### config.mk
export PLATFORM = sky130hd
export DESIGN_NAME = multiplier
export DESIGN_NICKNAME = d
export VERILOG_FILES = /design/src/rtl/multiplier_pkg.sv /design/src/rtl/multiplier.sv
export SDC_FILE = /design/constraint.sdc
export NUM_CORES = 1
export LEC_CHECK = 0
export CAP_MARGIN = 20
export CORE_MARGIN = 2
export CORE_UTILIZATION = 45
export DETAILED_ROUTE_END_ITERATION = 10
export PLACE_DENSITY = 0.67
export SYNTH_ARGS = -nofsm -noshare
export SYNTH_HDL_FRONTEND = slang
export SYNTH_SLANG_ARGS = --single-unit
### constraint.sdc
create_clock -name clk -period 4.65 [get_ports clk]
set_input_delay 0.465 -clock clk [delete_from_list [all_inputs] [get_ports clk]]
set_output_delay 0.465 -clock clk [all_outputs]
set_load 0.1 [all_outputs]
### src/rtl/multiplier_pkg.sv
// Shared multiplier definitions: FSM state encoding and default width/latency,
// so datapath control and verification agree on one cycle count.
package multiplier_pkg;

    localparam int MUL_WIDTH   = 32;
    localparam int MUL_LATENCY = MUL_WIDTH + 1;

    typedef enum logic [1:0] {
        IDLE = 2'd0,
        RUN  = 2'd1,
        FIX  = 2'd2,
        DONE = 2'd3
    } mult_state_t;

endpackage

### src/rtl/multiplier.sv
// Iterative shift-add signed/unsigned multiplier, WIDTH+1 cycles from start to done.
// No backpressure: a new start always aborts any multiply in flight and restarts.
module multiplier
    import multiplier_pkg::*;
#(
    parameter int WIDTH = MUL_WIDTH
) (
    input  logic                 clk,
    input  logic                 reset,
    input  logic                 start,
    input  logic [WIDTH-1:0]     a,
    input  logic [WIDTH-1:0]     b,
    input  logic                 a_signed,
    input  logic                 b_signed,
    output logic [2*WIDTH-1:0]   product,
    output logic                 busy,
    output logic                 done
);

    localparam int CW = $clog2(WIDTH);

    mult_state_t          r_state;
    logic [CW-1:0]        r_cnt;
    logic [2*WIDTH-1:0]   r_p;
    logic [2*WIDTH-1:0]   r_product;
    logic [WIDTH-1:0]     r_amag;
    logic                 r_neg;
    logic                 r_busy;
    logic                 r_done;

    logic                 w_a_neg;
    logic                 w_b_neg;
    logic [WIDTH-1:0]     w_a_mag;
    logic [WIDTH-1:0]     w_b_mag;
    logic [WIDTH:0]       w_sum;

    // Most negative operand negates to itself, which is exactly its unsigned magnitude.
    always_comb begin
        w_a_neg = a_signed & a[WIDTH-1];
        w_b_neg = b_signed & b[WIDTH-1];
        w_a_mag = w_a_neg ? -a : a;
        w_b_mag = w_b_neg ? -b : b;
        w_sum   = {1'b0, r_p[2*WIDTH-1:WIDTH]} + (r_p[0] ? {1'b0, r_amag} : '0);
    end

    always_ff @(posedge clk) begin
        if (start) begin
            r_amag <= w_a_mag;
            r_neg  <= w_a_neg ^ w_b_neg;
            r_p    <= {{WIDTH{1'b0}}, w_b_mag};
        end else if (r_state == RUN) begin
            r_p    <= {w_sum, r_p[WIDTH-1:1]};
        end
    end

    always_ff @(posedge clk or posedge reset) begin
        if (reset) begin
            r_state   <= IDLE;
            r_cnt     <= '0;
            r_product <= '0;
            r_busy    <= 1'b0;
            r_done    <= 1'b0;
        end else if (start) begin
            r_state   <= RUN;
            r_cnt     <= CW'(WIDTH - 1);
            r_busy    <= 1'b1;
            r_done    <= 1'b0;
        end else begin
            case (r_state)
                RUN: begin
                    r_cnt <= r_cnt - CW'(1);
                    if (r_cnt == '0) r_state <= FIX;
                end
                FIX: begin
                    r_product <= r_neg ? -r_p : r_p;
                    r_state   <= DONE;
                    r_busy    <= 1'b0;
                    r_done    <= 1'b1;
                end
                default: ;
            endcase
        end
    end

    assign product = r_product;
    assign busy    = r_busy;
    assign done    = r_done;

endmodule

# After elaboration in Yosys (flattened, before gate mapping)
# Cells that the tools add are included.
# word_totals
reg_bits	170
out_inout_bits	66
# op_classes
addsub	5
eq_ne	3
muxes	15
bitwise_logic	4
reduce_logical	6
# op_table
operator	n
$mux W32	5
$mux W64	1
$neg A32 Y32	2
$neg A64 Y64	1
$add A32 B32 Y33	1
$mux W5	2
$logic_not A5 Y1	1
$sub A5 B1 Y5 const B	1
$mux W1	4
$mux W2	2
$pmux W2 S2	1
$reduce_and A2 Y1	2
$reduce_bool A2 Y1	2
$ne A3 B2 Y1 const B	1
$reduce_bool A3 Y1	1
$and A1 B1 Y1	2
$eq A2 B1 Y1 const B	1
$eq A2 B2 Y1 const B	1
$not A1 Y1	1
$xor A1 B1 Y1	1

# Depth between registers and ports, before layout
# logic_depth
depth_word	4
mapped_depth	11
depth_no_buf	10

# Worst setup path after synthesis
# No wires, ideal clock.
# synth_timing
path_type	register to register
start	register r_p[0]
end	register r_p[63]
arrival_time_ns	2.943
slack_ns	1.588
stages_incl_launch_ff	11
n_path_buf	1
period_less_slack_ns	3.062
path_cell_list	edfxtp_1 > clkbuf_1 > and2_1 > ha_1 > fa_1 > a21o_1 > a221oi_1 > o311a_1 > a22oi_1 > a211o_1 > a211o_1
# synth_between
elab_chain_len	2
# synth_rtl
item	line_no	rtl
start: declaration	multiplier.sv:24	logic [2*WIDTH-1:0] r_p;
start signal: assignment	multiplier.sv:50	r_p <= {{WIDTH{1'b0}}, w_b_mag};
start signal: assignment	multiplier.sv:52	r_p <= {w_sum, r_p[WIDTH-1:1]};
$mux W32	multiplier.sv:43	w_sum = {1'b0, r_p[2*WIDTH-1:WIDTH]} + (r_p[0] ? {1'b0, r_amag} : '0);
$add A32 B32 Y33	multiplier.sv:43	
# Every way passes these cells.
# A chain may end at the register's enable or synchronous reset.

# Final worst setup path
# layout_timing
start	register r_p[0]
end	register r_p[59]
# The elaborated chain is that of the path after synthesis.

==> results.cfg <==
[status]
outcome = finished, final reports clean

[logic_synthesis]
synth_seq_area_share_pct = 41.2
synthCells = 1217
synth.ff_latch_count = 170
yosysWarnings = 0
yosys_most_used_dff = sky130_fd_sc_hd__dfrtp_1
number_of_distinct_standard_cells_referenced_by_the_synthesized_netlist = 70
yosys-mux-area-fraction_pct = 0.292
asyncSetResetFlopFracSynth_pct = 42.9
synth_enable_flop_cells = 65
simple_logic_cell_fraction_of_the_synthesized_area_pct = 20.0
dominant_combinational_cell_family_by_area_after_synthesis = simple AND/OR/NAND/NOR gates
synthesis.nets = 1324
synth-adder-area-share_pct = 4.51
compound_gate_portion_of_the_synthesized_area_pct = 19.0
synth_xor_xnor_area_share_pct = 12.0
syn_avg_cell_area_um2 = 8.80
netlist_area_um2 = 10700

[final_layout]
nFillCells = 2190
area_of_combinational_cells_with_multiple_inputs_um2 = 5990
finalNetCount = 1433
stdcell_count = 1658
areaGrowthSynthToFinish_pct = 20.7
share_of_cells_above_drive_strength_1_pct = 5.08
seq_area_um2 = 4420
layout_commonest_cell = sky130_fd_sc_hd__nand2_1
num_antenna_cells = 0
fin_util_pct = 55.3
finish.instance_area_um2 = 12900
top_library_cells_by_usage_in_the_layout_fill_and_taps_aside = sky130_fd_sc_hd__nand2_1, sky130_fd_sc_hd__clkdlybuf4s50_1, sky130_fd_sc_hd__a21oi_1, sky130_fd_sc_hd__xor2_1, sky130_fd_sc_hd__nor2_1

[critical_path]
cp-start-kind = register
cp_data_arrival_time_ns = 3.86
timing_worst_setup_path_type = register to register
timing.critical_path.to_type = register
timing.critical_path.required_ns = 4.98
cp_max_fo = 35

[detailed_routing]
number_of_remaining_drc_errors = 0
detailedRoute.firstIterationViolations = 640
routed_wl_um = 27000
post_route_ant_nets = 0
drt-vias-per-instance = 5.46
detailroute.via_count = 9050
route.detailed.wl_per_inst_um = 16.3
drt_pre_antenna_iters = 5

[timing]
timing.final.max_slew_violations = 0
timing.final.setup_violations = 0
timing_hold_violations_final = 0
timing.fmax_mhz = 283
tns_ns = 0
max_slew_margin_pct = 28.4
final_period_minus_worst_setup_slack_ns = 3.53
max_slew.worst_pin.slew_ns = 1.07
rsz0062_at_grt = false
crit_share_post_route_pct = 76.0
skew_ns = 0.0133

[cts]
cts_root_buf = sky130_fd_sc_hd__clkbuf_16
tritoncts_num_sinks = 170
cts_hold_buf = 0
h-tree-depth = 4
cts_tree = built
postCtsResizedCells = 0
clkTransAtPathRegs_ns = 0.07
cts.path.max_buffers = 2
cts_inserted_buffers = 17
cts_post_setup_buffers_inserted = 0
clock_latency_ns = 0.43

[place]
dp_hpwl_um = 20400
placement.io_buffers = 134
gpl.final_weighted_congestion = 0.908
place.detailed.instances = 1625
postPlaceCellArea_um2 = 12300

[power]
vdd.ir_drop.worst_v = 0.000211
total_power_mw = 4.93
total_leakage_power_nw = 5.35
power-per-cell-area_nw_per_um2 = 381

[floorplan]
core-area_um2 = 23400
dieWidth_um = 158
dieArea_um2 = 25100
die_ht_um = 158
initial_core_util_pct = 45.8
io_pins = 135
placementRows = 56

[global_route]
globalRoute.totalOverflow = 0
first_global_vias = 8550
grt_max_degree = 75
antenna_found_initial = 0
grt_first_pass_wirelength_um = 43400
grt_usage_pct = 22.0

[flow_run]
timing.max_cap.violations = 0

[min_path]
min-delay-path-class = register to register
-- synthesized netlist by cell type (32+ instances only) --
cell type | n | share of area [%]
sky130_fd_sc_hd__o21ai_1 | 42 | 2.0
sky130_fd_sc_hd__nor2_1 | 97 | 3.4
sky130_fd_sc_hd__dfxtp_1 | 32 | 6.0
sky130_fd_sc_hd__xnor2_1 | 48 | 3.9
sky130_fd_sc_hd__o21ai_0 | 83 | 3.9
sky130_fd_sc_hd__dfrtp_1 | 73 | 17
sky130_fd_sc_hd__a21oi_1 | 107 | 5.0
sky130_fd_sc_hd__nand2_1 | 177 | 6.2
sky130_fd_sc_hd__xor2_1 | 99 | 8.1
sky130_fd_sc_hd__edfxtp_1 | 65 | 18
sky130_fd_sc_hd__ha_1 | 37 | 4.3
sky130_fd_sc_hd__and2_1 | 40 | 2.3
sky130_fd_sc_hd__clkbuf_1 | 56 | 2.0
-- per-layer routing --
metal / global-route usage [%] / vias to the layer above / part of all wire [%]
li1: - / 4563 / -
met1: 30.3 / 4177 / 47
met2: 36.0 / 278 / 45
met3: 3.62 / 32 / 6.1
met4: 5.79 / 0 / 1.5
met5: 0 / - / 0
-- layout make-up --
type / instances / share of cell area [%]
inverters: 25 / 0.726
multi-input cells: 964 / 46.3
well taps: 319 / 3.09
repair buffers: 148 / 11.4
clock buffers: 21 / 3.57
clock inverters: 11 / 0.726
flip-flops and latches: 170 / 34.2
-- worst max-delay path, stage by stage, from the launching register on --
cell                       delay (ns)
sky130_fd_sc_hd__edfxtp_1        0.77
sky130_fd_sc_hd__and2_1          0.31
sky130_fd_sc_hd__ha_1            0.22
sky130_fd_sc_hd__fa_1            0.41
sky130_fd_sc_hd__a21o_1          0.20
sky130_fd_sc_hd__a221oi_1        0.26
sky130_fd_sc_hd__buf_4           0.19
sky130_fd_sc_hd__o311a_1         0.26
sky130_fd_sc_hd__a22oi_1         0.16
sky130_fd_sc_hd__a211o_1         0.36
sky130_fd_sc_hd__a211o_1         0.27
-- power breakdown --
part           internal (mW)  switching [mW]  leakage, nW
Sequential              1.75           0.245         1.75
Clock                  0.768           0.597        0.276
Combinational          0.592           0.977         3.32
-- per-stage QoR --
stage / setup WS, ns / hold slack [ns]
after CTS: 1.13 / 0.484
after global routing: 0.905 / 0.501
after floorplan: 1.59 / 0.469
final: 1.12 / 0.478
after detailed placement: 1.16 / 0.470
after global placement: 1.19 / 0.461
-- state kept, by name (all words and copies together), names as in the netlist --
signal and flops:
product 64, r_p 64, r_amag 32, r_cnt 5
r_state 2, busy 1, done 1, r_neg 1
-- final timing paths --
kind	depth (start not counted)	from	slack, ns	endpoint
max	10	r_p[0]	1.12	r_p[59]
min	2	product[20]	0.48	product[20]
max reg2reg	10	r_p[0]	1.12	r_p[59]
min reg2reg	2	product[20]	0.48	product[20]
max in group asynchronous	3	reset	3.36	product[25]
min in group asynchronous	2	reset	0.49	product[57]
-- cell families (layout without fill, tap and decap cells) --
family	after synthesis	count (layout)
AO/OA/AOI/OAI	339	339
XOR/XNOR	147	147
adder cells (fa/ha/maj)	38	38
buffers and inverters	83	205
flip-flops	170	170
multiplexers	3	3
AND/OR/NAND/NOR	437	437
No activity file was read; power rests on OpenSTA's default activity.
